==> src/rtl/loopback_pkg.sv <==
// Shared definitions for the loopback tester: FSM encoding, LFSR constants
// and the index sentinels reported through first_err_idx.
package loopback_pkg;

    typedef logic [2:0] state_t;

    localparam state_t ST_IDLE    = 3'd0;
    localparam state_t ST_RST_DUT = 3'd1;
    localparam state_t ST_RUN     = 3'd2;
    localparam state_t ST_DRAIN   = 3'd3;
    localparam state_t ST_DONE    = 3'd4;

    localparam logic [15:0] LFSR_SEED = 16'hACE1;
    // Taps 16,14,13,11 expressed as bit positions 15,13,12,10.
    localparam logic [15:0] LFSR_TAPS = 16'hB400;

    localparam logic [15:0] IDX_NONE  = 16'hFFFF;
    localparam logic [15:0] IDX_RST   = 16'hFFFE;
    localparam logic [15:0] CNT_MAX   = 16'hFFFF;

    function automatic logic [15:0] lfsr_next(input logic [15:0] cur);
        return {cur[14:0], ^(cur & LFSR_TAPS)};
    endfunction

endpackage

==> src/rtl/loopback_lfsr.sv <==
// 16-bit Fibonacci LFSR producing the stimulus pattern; reload restarts it
// from the fixed seed so every run applies the same vector sequence.
module loopback_lfsr
    import loopback_pkg::*;
(
    input  logic        clk,
    input  logic        rst,
    input  logic        load,
    input  logic        step,
    output logic [15:0] state
);

    logic [15:0] lfsr_r;

    // Seed reload takes priority over stepping.
    always_ff @(posedge clk) begin
        if (rst) begin
            lfsr_r <= LFSR_SEED;
        end else if (load) begin
            lfsr_r <= LFSR_SEED;
        end else if (step) begin
            lfsr_r <= lfsr_next(lfsr_r);
        end else begin
            lfsr_r <= lfsr_r;
        end
    end

    assign state = lfsr_r;

endmodule

==> src/rtl/loopback_tester.sv <==
// Loopback tester: resets the external stage, drives LFSR stimulus into it
// and checks the returned parity bits through a one-stage check pipeline.
module loopback_tester
    import loopback_pkg::*;
#(
    parameter int IN_W  = 8,
    parameter int OUT_W = 4
) (
    input  logic              clk,
    input  logic              rst,
    input  logic              start,
    input  logic [15:0]       num_vectors,
    output logic [IN_W-1:0]   stim,
    output logic              dut_rst_n,
    input  logic [OUT_W-1:0]  resp,
    output logic              busy,
    output logic              done,
    output logic              pass,
    output logic [15:0]       err_count,
    output logic [15:0]       first_err_idx
);

    state_t              state_r;
    state_t              state_nxt_s;
    logic                phase_r;
    logic [15:0]         nvec_r;
    logic [15:0]         vec_idx_r;
    logic                start_acc_s;
    logic                lfsr_step_s;
    logic [15:0]         lfsr_state_s;
    logic [IN_W-1:0]     stim_r;
    logic                dut_rst_n_r;
    logic                busy_r;
    logic                done_r;
    logic                pass_r;
    logic                chk_valid_r;
    logic [OUT_W-1:1]    chk_resp_r;
    logic [OUT_W-1:1]    chk_exp_r;
    logic [15:0]         chk_idx_r;
    logic                mismatch_s;
    logic [15:0]         err_count_r;
    logic [15:0]         first_err_r;
    logic                unused_s;

    // Bit j of the response is the reset level XORed with stim[0 .. IN_W-OUT_W+j].
    function automatic logic [OUT_W-1:1] exp_resp(input logic [IN_W-1:0] s,
                                                  input logic            rn);
        logic [OUT_W-1:1] e;
        logic             p;
        e = {(OUT_W-1){1'b0}};
        for (int j = 1; j < OUT_W; j++) begin
            p = rn;
            for (int i = 0; i < IN_W; i++) begin
                if (i <= IN_W - OUT_W + j) begin
                    p = p ^ s[i];
                end else begin
                    p = p;
                end
            end
            e[j] = p;
        end
        return e;
    endfunction

    assign start_acc_s = start && ((state_r == ST_IDLE) || (state_r == ST_DONE));
    assign lfsr_step_s = (state_nxt_s == ST_RUN);
    assign mismatch_s  = chk_valid_r && (chk_resp_r != chk_exp_r);
    // Bit 0 is the clock echo and upper LFSR bits exceed the stimulus width.
    assign unused_s    = ^{resp[0], lfsr_state_s};

    loopback_lfsr u_lfsr (
        .clk   (clk),
        .rst   (rst),
        .load  (start_acc_s),
        .step  (lfsr_step_s),
        .state (lfsr_state_s)
    );

    // Next-state logic; phase_r marks the second cycle of the two-cycle states.
    always_comb begin
        state_nxt_s = state_r;
        case (state_r)
            ST_IDLE, ST_DONE: begin
                if (start) begin
                    state_nxt_s = ST_RST_DUT;
                end else begin
                    state_nxt_s = state_r;
                end
            end
            ST_RST_DUT: begin
                if (!phase_r) begin
                    state_nxt_s = ST_RST_DUT;
                end else if (nvec_r == 16'd0) begin
                    state_nxt_s = ST_DRAIN;
                end else begin
                    state_nxt_s = ST_RUN;
                end
            end
            ST_RUN: begin
                if (vec_idx_r == nvec_r - 16'd1) begin
                    state_nxt_s = ST_DRAIN;
                end else begin
                    state_nxt_s = ST_RUN;
                end
            end
            ST_DRAIN: begin
                if (phase_r) begin
                    state_nxt_s = ST_DONE;
                end else begin
                    state_nxt_s = ST_DRAIN;
                end
            end
            default: state_nxt_s = ST_IDLE;
        endcase
    end

    // State and dwell-phase registers.
    always_ff @(posedge clk) begin
        if (rst) begin
            state_r <= ST_IDLE;
            phase_r <= 1'b0;
        end else begin
            state_r <= state_nxt_s;
            phase_r <= (state_nxt_s == state_r);
        end
    end

    // Run length capture and vector index.
    always_ff @(posedge clk) begin
        if (rst) begin
            nvec_r    <= 16'd0;
            vec_idx_r <= 16'd0;
        end else if (start_acc_s) begin
            nvec_r    <= num_vectors;
            vec_idx_r <= 16'd0;
        end else if (state_r == ST_RUN) begin
            nvec_r    <= nvec_r;
            vec_idx_r <= vec_idx_r + 16'd1;
        end else begin
            nvec_r    <= nvec_r;
            vec_idx_r <= vec_idx_r;
        end
    end

    // Registered outputs follow the state being entered so they line up with it.
    always_ff @(posedge clk) begin
        if (rst) begin
            stim_r      <= {IN_W{1'b0}};
            dut_rst_n_r <= 1'b0;
            busy_r      <= 1'b0;
            done_r      <= 1'b0;
            pass_r      <= 1'b0;
        end else begin
            case (state_nxt_s)
                ST_RST_DUT: begin
                    stim_r      <= {IN_W{1'b0}};
                    dut_rst_n_r <= 1'b0;
                end
                ST_RUN: begin
                    stim_r      <= lfsr_state_s[IN_W-1:0];
                    dut_rst_n_r <= 1'b1;
                end
                default: begin
                    stim_r      <= stim_r;
                    dut_rst_n_r <= 1'b1;
                end
            endcase
            busy_r <= (state_nxt_s == ST_RST_DUT) || (state_nxt_s == ST_RUN) ||
                      (state_nxt_s == ST_DRAIN);
            done_r <= (state_nxt_s == ST_DONE);
            // The count is final by the second DRAIN cycle, so it is safe to sample here.
            pass_r <= (state_nxt_s == ST_DONE) && (err_count_r == 16'd0);
        end
    end

    // Check stage: capture the response, its expected value and the vector index.
    always_ff @(posedge clk) begin
        if (rst) begin
            chk_valid_r <= 1'b0;
            chk_resp_r  <= {(OUT_W-1){1'b0}};
            chk_exp_r   <= {(OUT_W-1){1'b0}};
            chk_idx_r   <= IDX_NONE;
        end else begin
            chk_valid_r <= (state_r == ST_RST_DUT) || (state_r == ST_RUN);
            chk_resp_r  <= resp[OUT_W-1:1];
            chk_exp_r   <= exp_resp(stim_r, dut_rst_n_r);
            chk_idx_r   <= (state_r == ST_RST_DUT) ? IDX_RST : vec_idx_r;
        end
    end

    // Error accounting: saturating count, first index latched once.
    always_ff @(posedge clk) begin
        if (rst) begin
            err_count_r <= 16'd0;
            first_err_r <= IDX_NONE;
        end else if (start_acc_s) begin
            err_count_r <= 16'd0;
            first_err_r <= IDX_NONE;
        end else if (mismatch_s) begin
            if (err_count_r != CNT_MAX) begin
                err_count_r <= err_count_r + 16'd1;
            end else begin
                err_count_r <= err_count_r;
            end
            if (first_err_r == IDX_NONE) begin
                first_err_r <= chk_idx_r;
            end else begin
                first_err_r <= first_err_r;
            end
        end else begin
            err_count_r <= err_count_r;
            first_err_r <= first_err_r;
        end
    end

    assign stim          = stim_r;
    assign dut_rst_n     = dut_rst_n_r;
    assign busy          = busy_r;
    assign done          = done_r;
    assign pass          = pass_r;
    assign err_count     = err_count_r;
    assign first_err_idx = first_err_r;

endmodule

==> config.mk <==
export PLATFORM = sky130hd
export DESIGN_NAME = loopback_tester
export DESIGN_NICKNAME = d
export VERILOG_FILES = /design/src/rtl/loopback_pkg.sv /design/src/rtl/loopback_lfsr.sv /design/src/rtl/loopback_tester.sv
export SDC_FILE = /design/constraint.sdc
export NUM_CORES = 1
export LEC_CHECK = 0
export ABC_AREA = 1
export ABC_CLOCK_PERIOD_IN_PS = 1800
export CAP_MARGIN = 20
export CORE_MARGIN = 3
export CORE_UTILIZATION = 40
export CTS_BUF_LIST = sky130_fd_sc_hd__clkbuf_2 sky130_fd_sc_hd__clkbuf_4 sky130_fd_sc_hd__clkbuf_8
export DETAILED_ROUTE_END_ITERATION = 7
export SKIP_LAST_GASP = 1
export SYNTH_ARGS = -nofsm -noshare
export SYNTH_HDL_FRONTEND = slang
export SYNTH_SLANG_ARGS = --single-unit
==> constraint.sdc <==
create_clock -name clk -period 1.8 [get_ports clk]
set_input_delay 0.27 -clock clk [delete_from_list [all_inputs] [get_ports clk]]
set_output_delay 0.27 -clock clk [all_outputs]
set_load 0.02 [all_outputs]
After elaboration in Yosys (flattened, before gate mapping)
Cells that the tools add are included.
Widths: inputs -> output; s select.
{"block": "classes", "mux": 16, "n_reduce_logical": 17, "add_sub_neg": 3, "bitwise_logic": 8, "n_eq_ne": 13}
{"operator": "$add 16x1->16 const B", "count": 2}
{"operator": "$logic_not 16->1", "count": 2}
{"operator": "$eq 16x16->1", "count": 1}
{"operator": "$eq 16x16->1 const B", "count": 1}
{"operator": "$ne 16x16->1 const B", "count": 1}
{"operator": "$pmux 8 s2", "count": 1}
{"operator": "$reduce_xor 16->1", "count": 1}
{"operator": "$sub 16x1->16 const B", "count": 1}
{"operator": "$eq 3x2->1 const B", "count": 4}
{"operator": "$pmux 3 s4", "count": 1}
{"operator": "$mux 1", "count": 11}
{"operator": "$xor 1x1->1", "count": 8}
{"operator": "$eq 3x1->1 const B", "count": 2}
{"operator": "$eq 3x3->1 const B", "count": 2}
{"operator": "$mux 3", "count": 2}
{"operator": "$reduce_or 2->1", "count": 3}
{"operator": "$logic_or 1x1->1", "count": 4}
{"operator": "$reduce_and 2->1", "count": 2}
{"operator": "$eq 3x3->1", "count": 1}
{"operator": "$logic_and 1x1->1", "count": 3}
{"operator": "$logic_not 3->1", "count": 1}
{"operator": "$ne 3x3->1", "count": 1}
{"operator": "$mux 2", "count": 1}
{"operator": "$reduce_bool 2->1", "count": 1}
{"block": "word_totals", "wordCells": 74, "out_inout_bits": 44, "ff_bits": 119}

Longest topological paths before layout
Gate-level depths: netlist of the first run.
{"block": "logic_depth", "ltp_word": 15, "ltp_mapped": 18}

Modules after synthesis
From an unflattened synthesis of the first run, not the netlist that was laid out.
{"block": "hier_totals", "hier_cells": 747, "area_unflattened_um2": 5459.0}
{"mod": "loopback_tester", "cells_per_inst": 664, "instances": 1, "area_per_inst_um2": 4794.6}
{"mod": "loopback_lfsr", "cells_per_inst": 83, "instances": 1, "area_per_inst_um2": 664.4}

Worst setup path after synthesis of the first run
Ideal clock, no wire load.
{"block": "synth_path", "path_type": "reg2reg", "start": "register nvec_r[0]", "end": "register u_lfsr.lfsr_r[6] (netlist: u_lfsr.state[6])", "path_stages_with_launch": 17, "slack_ns": -0.153, "period_less_slack_ns": 1.953, "path_buffers": 1, "setup_ns": 0.134, "arrival_ns": 1.820, "required_ns": 1.666, "cell_sequence": "dfxtp_1 inv_1 ha_1 nand3_2 nor2_8 nand2_1 nand2_1 nand3_1 nor2_1 nand2_1 nor2_2 nand2_2 nand3_4 inv_4 buf_8 nand2_1 nand3_1"}
{"block": "synth_between", "elab_chain_cells": 5}
{"element": "start, declared", "line_no": "loopback_tester.sv:26", "text": "logic [15:0] nvec_r;"}
{"element": "start signal, assigned", "line_no": "loopback_tester.sv:134", "text": "nvec_r <= num_vectors;"}
{"element": "start signal, assigned", "line_no": "loopback_tester.sv:137", "text": "nvec_r <= nvec_r;"}
{"element": "start signal, assigned", "line_no": "loopback_tester.sv:140", "text": "nvec_r <= nvec_r;"}
{"element": "$sub 16x1->16 / $logic_not 16->1 (equally long branches)", "line_no": "loopback_tester.sv:100, loopback_tester.sv:93"}
{"element": "$eq 16x16->1 / $mux 1 (equally long branches)", "line_no": "loopback_tester.sv:100, loopback_tester.sv:93"}
{"element": "$mux 1 / $mux 2 (equally long branches)", "line_no": "loopback_tester.sv:100, loopback_tester.sv:91"}
{"element": "$pmux 3 s4 (*)", "line_no": "loopback_tester.sv:82", "text": "case (state_r)"}
{"element": "$eq 3x2->1 (*)", "line_no": "loopback_tester.sv:66", "text": "assign lfsr_step_s = (state_nxt_s == ST_RUN);"}
{"element": "end signal, assigned", "line_no": "loopback_lfsr.sv:22", "text": "lfsr_r <= lfsr_next(lfsr_r);"}
{"element": "end signal, assigned", "line_no": "loopback_lfsr.sv:24", "text": "lfsr_r <= lfsr_r;"}
{"element": "end, declared", "line_no": "loopback_lfsr.sv:13", "text": "logic [15:0] lfsr_r;"}
Every way passes the cells marked *; elsewhere a longest branch is shown, timed or not.
A chain may end at the register's enable or synchronous reset.

Worst setup path after layout of the first run
{"block": "layout_path", "start": "register nvec_r[0]", "end": "register stim_r[5] (netlist: stim[5])"}
{"block": "layout_between", "elab_chain_cells": 6}
{"element": "$sub 16x1->16 / $logic_not 16->1 (equally long branches)", "line_no": "loopback_tester.sv:100, loopback_tester.sv:93"}
{"element": "$eq 16x16->1 / $mux 1 (equally long branches)", "line_no": "loopback_tester.sv:100, loopback_tester.sv:93"}
{"element": "$mux 1 / $mux 2 (equally long branches)", "line_no": "loopback_tester.sv:100, loopback_tester.sv:91"}
{"element": "$pmux 3 s4 (*)", "line_no": "loopback_tester.sv:82"}
{"element": "$eq 3x2->1 / $eq 3x1->1 (equally long branches)", "line_no": "loopback_tester.sv:154", "text": "case (state_nxt_s)"}
{"element": "$pmux 8 s2 / $reduce_bool 2->1 (equally long branches)"}
{"element": "end signal, assigned", "line_no": "loopback_tester.sv:156", "text": "stim_r <= {IN_W{1'b0}};"}
{"element": "end signal, assigned", "line_no": "loopback_tester.sv:160", "text": "stim_r <= lfsr_state_s[IN_W-1:0];"}
{"element": "end signal, assigned", "line_no": "loopback_tester.sv:164", "text": "stim_r <= stim_r;"}
{"element": "end, declared", "line_no": "loopback_tester.sv:31", "text": "logic [IN_W-1:0] stim_r;"}
Marks and branches as above.

==> results.txt, run 1 <==
- Result of the run: finished, violations left
* Failing checks: setup timing
- Share of the cycle needed by the critical path after routing: 111%
- Minimum clock period: 1.99 ns
- Share of total power in the clock network: between 30% and 40%
- Slowest-stage cell, CP: sky130_fd_sc_hd__dfxtp_2
- From left edge to right edge, the die measures roughly 120 µm.
* Chip height: between 100 and 150 µm
- Floorplan core area: between 10,000 and 15,000 µm²
- Hold-fix buffers, CTS: 0
- At the later pin of the worst-skew pair, clock insertion delay measures approximately 0.45 ns.
- Synth warn: 0
* Final WL: approximately 13,000 µm
- The setup path with the least slack is of type reg -> reg.
* Worst path most repeated cell: sky130_fd_sc_hd__nand2_1
- The synthesized design contains 0 enable-type register cells.
* Worst slew pin tran: between 0.3 and 0.4 ns
- Power after layout: around 6.9 mW
* CTS tree: done
* Worst-case hold slack: roughly 0.35 ns
- Clock Tree Buf Depth: 2
- At the end of the flow the core is filled with cells to 58.5%.
- For this block, the via count after detailed routing is between 5,000 and 6,000.
- Sequential share of power: about two fifths
- The final-report max-slew violation count was 0.
* GPL Wtd Cong: 0.838
- Combinational logic is responsible for approximately a fifth of the overall power.
* Sequential Area: about 2400 µm²
* Global-route wire length before repair: between 20,000 and 25,000 µm
- Setup repair after global routing missed its margin: true
- Flop and latch count out of synthesis: 119
- Residual overflow from global routing: 0
* Leading cell type in the layout, fill and taps excluded: sky130_fd_sc_hd__nand2_1
* Antenna violations before repair: 0
* Initial DRT Pass Iterations: 5
* Count of max-cap constraint violations: 0
* Initial cell density of the core: 41.5%
* Area of the multi-input gates: around 2800 µm²
- Critical path arrival: 2.37 ns
- Nets: roughly 900
* Worst EP required: ~2.2 ns
- After synthesis the cells add up to 5300 µm².
- Clock transition at the registers of the reported paths: roughly 0.080 ns
* Worst setup timing slack at the placement stage: -0.219 ns
- After detailed routing, the average wire length per cell comes to approximately 13 µm.
- For this run, design rule violations remaining after detail routing come to 0.
* Vias per cell: roughly 4.8
- Counting every net in the synthesized netlist gives 739.
* Vias in the first global route: 4,769
* Setup TNS: -3.77 ns
- Area overhead of the layout relative to synthesis: 41.0%
* Clock root cell: sky130_fd_sc_hd__clkbuf_8
- Once routing completed, OpenROAD measured the worst setup slack at -0.190 ns.
- Net switching is 28.3% of the power.
* Largest stage delay on the critical path: approximately 0.33 ns
* Endpoints failing hold: 0
- Port buffer count: 65
- Entering global routing, the biggest net connects 30 pins.
* Estimated wirelength of the detail-placed design: approximately 9600 µm
* Final setup fails: 29
- Gate Count Post-Synth: 712
- The min-delay analysis places its worst path in the category in -> reg.
* Worst slew margin: 73.5%
* Launching element type of the critical path: register
- Total clock sinks: between 100 and 150
- In this run the count of I/O pins placed on the die edge is between 60 and 70.
* Proportion of synthesized chip area in sequential cells: between 40 and 50%
- For this design the static power due to leakage is about 3.2 nW.
- STA classifies the critical path endpoint as a register.
- For this design the ratio of total power to cell area is slightly above 900 nW/µm².
- Based on the critical path, the design can be clocked at up to 0.502 GHz.
- In the final layout, the share of cells above drive strength 1 is about a quarter.
* DRT iter0 DRCs: 290
- Counting the fill cells in the layout gives ~1,200.
- Counting the buffers created by CTS gives 17.
- In this run the power spent charging and discharging nets is slightly below 2 mW.
* Peak fanout along the critical path: 10
- VDD sags by at most a little over 0.4 mV.
- Proportion of register bits with asynchronous set or reset after synthesis: 0%
- Antenna Cells: 0
* Floorplan row count: 41
- In the synthesized netlist the dominant register cell turns out to be sky130_fd_sc_hd__dfxtp_1.
- Highest-count cells in the layout ignoring fill and taps: 146 x sky130_fd_sc_hd__nand2_1, 108 x sky130_fd_sc_hd__dfxtp_1, 74 x sky130_fd_sc_hd__buf_4
- Overall track demand over capacity in global routing: between 15 and 20%
* Average cell area after synthesis: ~7.4 µm²
- Walking the worst path, the cells encountered are inv_2, ha_4, nand3_4, nor2_8, nand3_1, nand2_1, nand2_1, nor2_1, nand2_1, nor2_2, nand2_2, nand3_4, buf_12, nand3_1, a21oi_2.
- In this run the remaining antenna-violating nets after routing total 0.
* Htree depth: 4
* Cell internal power dissipation: between 4 and 5 mW
- Yosys cell types: 38
- Die Footprint: ~15,000 µm²
- Setup clock skew after layout: 0.0122 ns
[routing by layer]
layer / global-route usage [%] / up-vias / routed length [µm]
li1: - / 2592 / -
met1: 24.5 / 2287 / 6330
met2: 28.2 / 106 / 5840
met3: 4.20 / 31 / 645
met4: 8.00 / 0 / 394
met5: 0 / - / 0
[cell families (layout without fill, tap and decap cells)]
| kind of cell | Yosys count | count (layout) | synth area share [%] |
|---|---|---|---|
| and+or+nand+nor | 357 | 358 | 30.9 |
| DFF | 119 | 119 | 45.0 |
| buffers and inverters | 100 | 256 | 7.65 |
| AOI/OAI and AO/OA | 96 | 96 | 9.54 |
| xor gates and xnor gates | 36 | 36 | 5.95 |
| adders and majority gates | 4 | 4 | 0.945 |
[what timing repair did]
item,4_1_cts,5_1_grt
setup buffers,1,8
resized for setup,18,67
pin swaps,3,22
setup endpoints to repair,37,50
cloned,1,0
[critical path, delay by kind of cell (launching register included)]
family                   cells  cell delay, ns
buffers and inverters        2            0.22
AND/OR/NAND/NOR             11            1.07
adder cells (fa/ha/maj)      1            0.17
flip-flops                   1            0.33
AO/OA/AOI/OAI                1            0.13
[synth_stat cells (2+ instances only)]
library cell               number  area [µm²]
sky130_fd_sc_hd__xor2_1        22         193
sky130_fd_sc_hd__dfxtp_1      119        2380
sky130_fd_sc_hd__buf_6          2        22.5
sky130_fd_sc_hd__nand3_1       70         350
sky130_fd_sc_hd__nand3_4        2        35.0
sky130_fd_sc_hd__nor3_1        11        55.1
sky130_fd_sc_hd__nand2_2        7        43.8
sky130_fd_sc_hd__inv_2          6        22.5
sky130_fd_sc_hd__or2_2          2        12.5
sky130_fd_sc_hd__o221ai_1       2        17.5
sky130_fd_sc_hd__inv_1         73         274
sky130_fd_sc_hd__o21ai_0       33         165
sky130_fd_sc_hd__nand2_1      163         612
sky130_fd_sc_hd__ha_1           4        50.1
sky130_fd_sc_hd__nand4_1       12        75.1
sky130_fd_sc_hd__nor2_2        10        62.6
sky130_fd_sc_hd__nor3_2         3        30.0
sky130_fd_sc_hd__nor2_1        64         240
sky130_fd_sc_hd__nor4_1         4        25.0
sky130_fd_sc_hd__xnor2_1       14         123
sky130_fd_sc_hd__a21oi_1       56         280
sky130_fd_sc_hd__nand3b_1       3        22.5
sky130_fd_sc_hd__clkbuf_1      15        56.3
[stage by stage]
stage                     instance area (µm²)  std cells
after floorplan                          5350        712
after global placement                   6700       1002
after detailed placement                 6700       1002
after CTS                                7160       1034
after global routing                     7470       1041
final                                    7470       1041
[state kept, by name, summed over array words and instances, names as in the netlist]
name,count
chk_idx_r,16
err_count,16
first_err_idx,16
nvec_r,16
u_lfsr.state,16
vec_idx_r,16
stim,8
chk_exp_r,3
chk_resp_r,3
state_r,3
busy,1
chk_valid_r,1
done,1
dut_rst_n,1
pass,1
phase_r,1
[layout make-up]
type	count	area share [%]
sequential	119	32.1
clock buffer	20	3.60
multi-input combinational	494	37.7
clock inverter	10	2.04
tap	172	2.88
inverter	80	4.12
timing repair buffer	146	17.5
[power groups by stage]
stage,combinational (mW),clock (mW),sequential (mW)
finish,1.44,2.60,2.89
global route,1.61,2.75,2.90
CTS,1.39,2.65,2.89
detailed placement,1.36,0,2.95
global placement,1.33,0,2.94
floorplan,0.802,0,2.98
[path summary, 6_finish.rpt]
| check | from | to | slack, ns | cells after the start |
|---|---|---|---|---|
| setup / recovery | nvec_r[0] | stim[5] | -0.19 | 15 |
| setup reg to reg | nvec_r[0] | stim[5] | -0.19 | 15 |
| hold reg to reg | u_lfsr.state[9] | u_lfsr.state[10] | 0.46 | 2 |
| hold / removal | resp[3] | chk_resp_r[3] | 0.35 | 3 |
Note: power is estimated with default switching activity, not from simulation.
==> run 2, diff against run 1 <==
--- a/config.mk
+++ b/config.mk
@@ -7,11 +7,12 @@
 export LEC_CHECK = 0
 export ABC_AREA = 1
 export ABC_CLOCK_PERIOD_IN_PS = 1800
-export CAP_MARGIN = 20
+export CAP_MARGIN = 15
 export CORE_MARGIN = 3
-export CORE_UTILIZATION = 40
+export CORE_UTILIZATION = 36
 export CTS_BUF_LIST = sky130_fd_sc_hd__clkbuf_2 sky130_fd_sc_hd__clkbuf_4 sky130_fd_sc_hd__clkbuf_8
 export DETAILED_ROUTE_END_ITERATION = 7
+export SETUP_SLACK_MARGIN = 0.02
 export SKIP_LAST_GASP = 1
 export SYNTH_ARGS = -nofsm -noshare
 export SYNTH_HDL_FRONTEND = slang
==> run 2 against run 1 <==
  * The run still ends with setup timing left
  * Global-route usage shrank 1.8 points
  * Register-to-register slack is essentially flat
  * Clock-buffer cell count grew 5
  * Critical path type unchanged
  * Largest cell class unchanged
  * Largest power group unchanged
  * Highest routed layer unchanged
==> results.txt, run 2 (synthesized netlist as in run 1, its figures left out) <==
- Setup repair after global routing missed its margin: true
- In the final routed layout, each cell accounts on average for roughly 13 µm.
- Critical path arrival: between 2 and 2.5 ns
* Clock root cell: sky130_fd_sc_hd__clkbuf_8
- The final reports fail on setup timing.
* Static leakage power: approximately 3.3 nW
- At the pin with the least slew margin, the transition time is between 0.4 and 0.5 ns.
- By instance count, the cell type seen most on the critical path is sky130_fd_sc_hd__nand2_1.
* Port buffer count: 65
- Worst EP required: 2.18 ns
* Area after detailed placement: approximately 6600 µm²
- The floorplan step set the die height to roughly 130 µm.
- Vias in the first global route: about 4,600
- The repair_antennas step left the layout with diodes totalling 0.
- Area overhead of the layout relative to synthesis: 41.0%
- The worst setup path is launched from a register.
- IO Count: 67
- P per Cell Area: 929 nW/µm²
- Residual overflow from global routing: 0
- The initial antenna violation count was 0.
* Initial DRT Pass Iterations: 5
- Floorplan core area: approximately 14,000 µm²
* Switching portion of total power: roughly 28%
- Setup clock skew after layout: about 0.011 ns
* Routed vias: 4,985
- The largest single stage delay on the critical path is around 0.34 ns.
* Worst slew margin: between 70% and 80%
* Pin count of the biggest net entering global routing: 30
- Global routing consumed, over all layers together, ~17% of the routing resources.
* Clock transition at the registers of the reported paths: around 0.070 ns
- Grouping stages by cell kind, the critical path spends the most delay in simple AND/OR/NAND/NOR gates.
- Htree depth: 4
* Sequential share of power: a little over two fifths
- The run finished, with violations left.
- Row generation in the floorplan step produced 43 rows.
- The layout has between 1,000 and 1,500 filler cells.
- The top cell types in the final layout, fill and taps aside, are 147 x sky130_fd_sc_hd__nand2_1, 107 x sky130_fd_sc_hd__dfxtp_1, 74 x sky130_fd_sc_hd__buf_4.
* Clock Tree Buf Depth: 2
- CTS tree: done
- The first routing iteration left between 300 and 400 violations.
* Fin area: between 7000 and 8000 µm²
- Routability-driven placement finished with a final weighted congestion of between 0.8 and 0.9.
- The first global-routing pass estimated about 22,000 µm of wire.
* Peak fanout along the critical path: 8
- The final critical path takes up 111% of the cycle.
* HP Class: in -> reg
- Together, buffers and inverters on the worst path number 2.
- The number of hold violations in the final report was 0.
- Die Footprint: 16,200 µm²
- Largest vdd supply drop: about 0.52 mV
- Register-to-register setup slack: -0.19 ns
- For the worst-skew pair, the clock arrives at the later sink with an insertion delay of 0.44 ns.
* Fraction of final layout cells sized beyond drive strength 1: between 20% and 30%
* Minimum clock period: approximately 2.0 ns
- Ordered cell list for the critical path: inv_4, ha_4, nand3_4, nor2_4, nand3_1, nand2_1, nand2_1, nor2_1, nand2_1, nor2_2, nand2_2, nand3_4, clkbuf_16, nand3_1, a21oi_1
- Setup TNS: -4.05 ns
- Remaining number of nets flagged by the antenna check after routing: 0
* Initial cell density of the core: a little under two fifths
- After detailed routing, the number of remaining DRC violations is 0.
* Critical path capture point type: register
- For this block, the routed nets add up to ~13,000 µm of wire.
- Highest Clock Rate: approximately 0.5 GHz
- Total clock sinks: around 120
* Start-to-end type of the worst setup path: reg -> reg
- Detailed placement ended at an HPWL of ~9600 µm.
* Slowest-stage cell, CP: sky130_fd_sc_hd__dfxtp_2
- Leading cell type in the layout, fill and taps excluded: sky130_fd_sc_hd__nand2_1
- The tool flagged a number of max-cap violations equal to 0.
- Number of CTS-inserted buffers: 17
- Combinational fraction of design power: approximately 20%
* Final critical-path setup slack: -0.195 ns
* Final setup fails: 29
- Across all hold checks on the routed design, the worst slack comes to ~0.35 ns.
* Vias per cell: 4.75
- Sw Pwr: ~2 mW
* Sequential Area: around 2400 µm²
- Area of the multi-input gates: around 2800 µm²
- Worst setup timing slack at the placement stage: -0.198 ns
- The final-report max-slew violation count is 0.
- Cell internal power dissipation: roughly 5 mW
- Of the total power, the clock network draws 37.9%.
* Chip Width: about 130 µm
- The final layout contains around 880 nets.
- Power comes to just under 7 mW.
## run 2: cell types whose count changed in the layout (fill, tap and decap cells not counted), moves of 3 or more
cell / change
sky130_fd_sc_hd__nor2_4: -4
sky130_fd_sc_hd__clkbuf_8: +3
sky130_fd_sc_hd__clkdlybuf4s50_1: -8
sky130_fd_sc_hd__nor2_2: +6
sky130_fd_sc_hd__dlymetal6s2s_1: +7
sky130_fd_sc_hd__clkinv_2: -3
## run 2: worst paths after layout
kind / endpoint / start / cells after the start
setup / recovery: stim[0] / nvec_r[0] / 15
hold / removal: chk_resp_r[1] / resp[1] / 3
setup reg to reg: stim[0] / nvec_r[0] / 15
hold reg to reg: first_err_idx[0] / chk_idx_r[0] / 2
## run 2: tightest hold or removal path, stage by stage
cell and delay [ns]:
sky130_fd_sc_hd__clkdlybuf4s50_1 0.40, sky130_fd_sc_hd__inv_1 0.05, sky130_fd_sc_hd__nor2_1 0.03
## run 2: metal layers
layer | global-route usage (%) | share of wire [%] | vias up
met5 | 0 | 0 | -
met2 | 24.8 | 44 | 139
met3 | 4.31 | 5.9 | 31
met4 | 6.75 | 2.2 | 0
li1 | - | - | 2596
met1 | 22.6 | 48 | 2219
## run 2: power groups by stage
| stage | Combinational, mW | Clock [mW] | Sequential (mW) |
|---|---|---|---|
| 2_1_floorplan | 0.803 | 0 | 2.98 |
| 3_3_place_gp | 1.31 | 0 | 2.94 |
| 3_5_place_dp | 1.33 | 0 | 2.95 |
| 4_1_cts | 1.35 | 2.69 | 2.89 |
| 5_1_grt | 1.59 | 2.82 | 2.91 |
| 6_report | 1.42 | 2.63 | 2.89 |
## run 2: cell type report
type	instances	area share, %
inverter	80	4.22
clock buffer	25	4.35
tap	180	3.01
multi-input combinational	494	36.9
sequential	119	32.2
timing repair buffer	145	17.8
clock inverter	7	1.54
## run 2: metrics by stage
step,instances,util [%]
global route,1050,52.8
CTS,1037,50.4
global placement,1001,47.0
detailed placement,1001,47.0
finish,1050,52.8
floorplan,712,-
## run 2: repair_timing
action | CTS | global route
resized for setup | 18 | 69
buffers inserted | 4 | 11
endpoints found under the setup margin | 43 | 55
hold buffers | 0 | 0
pin swaps | 5 | 35
gates cloned | 0 | 2
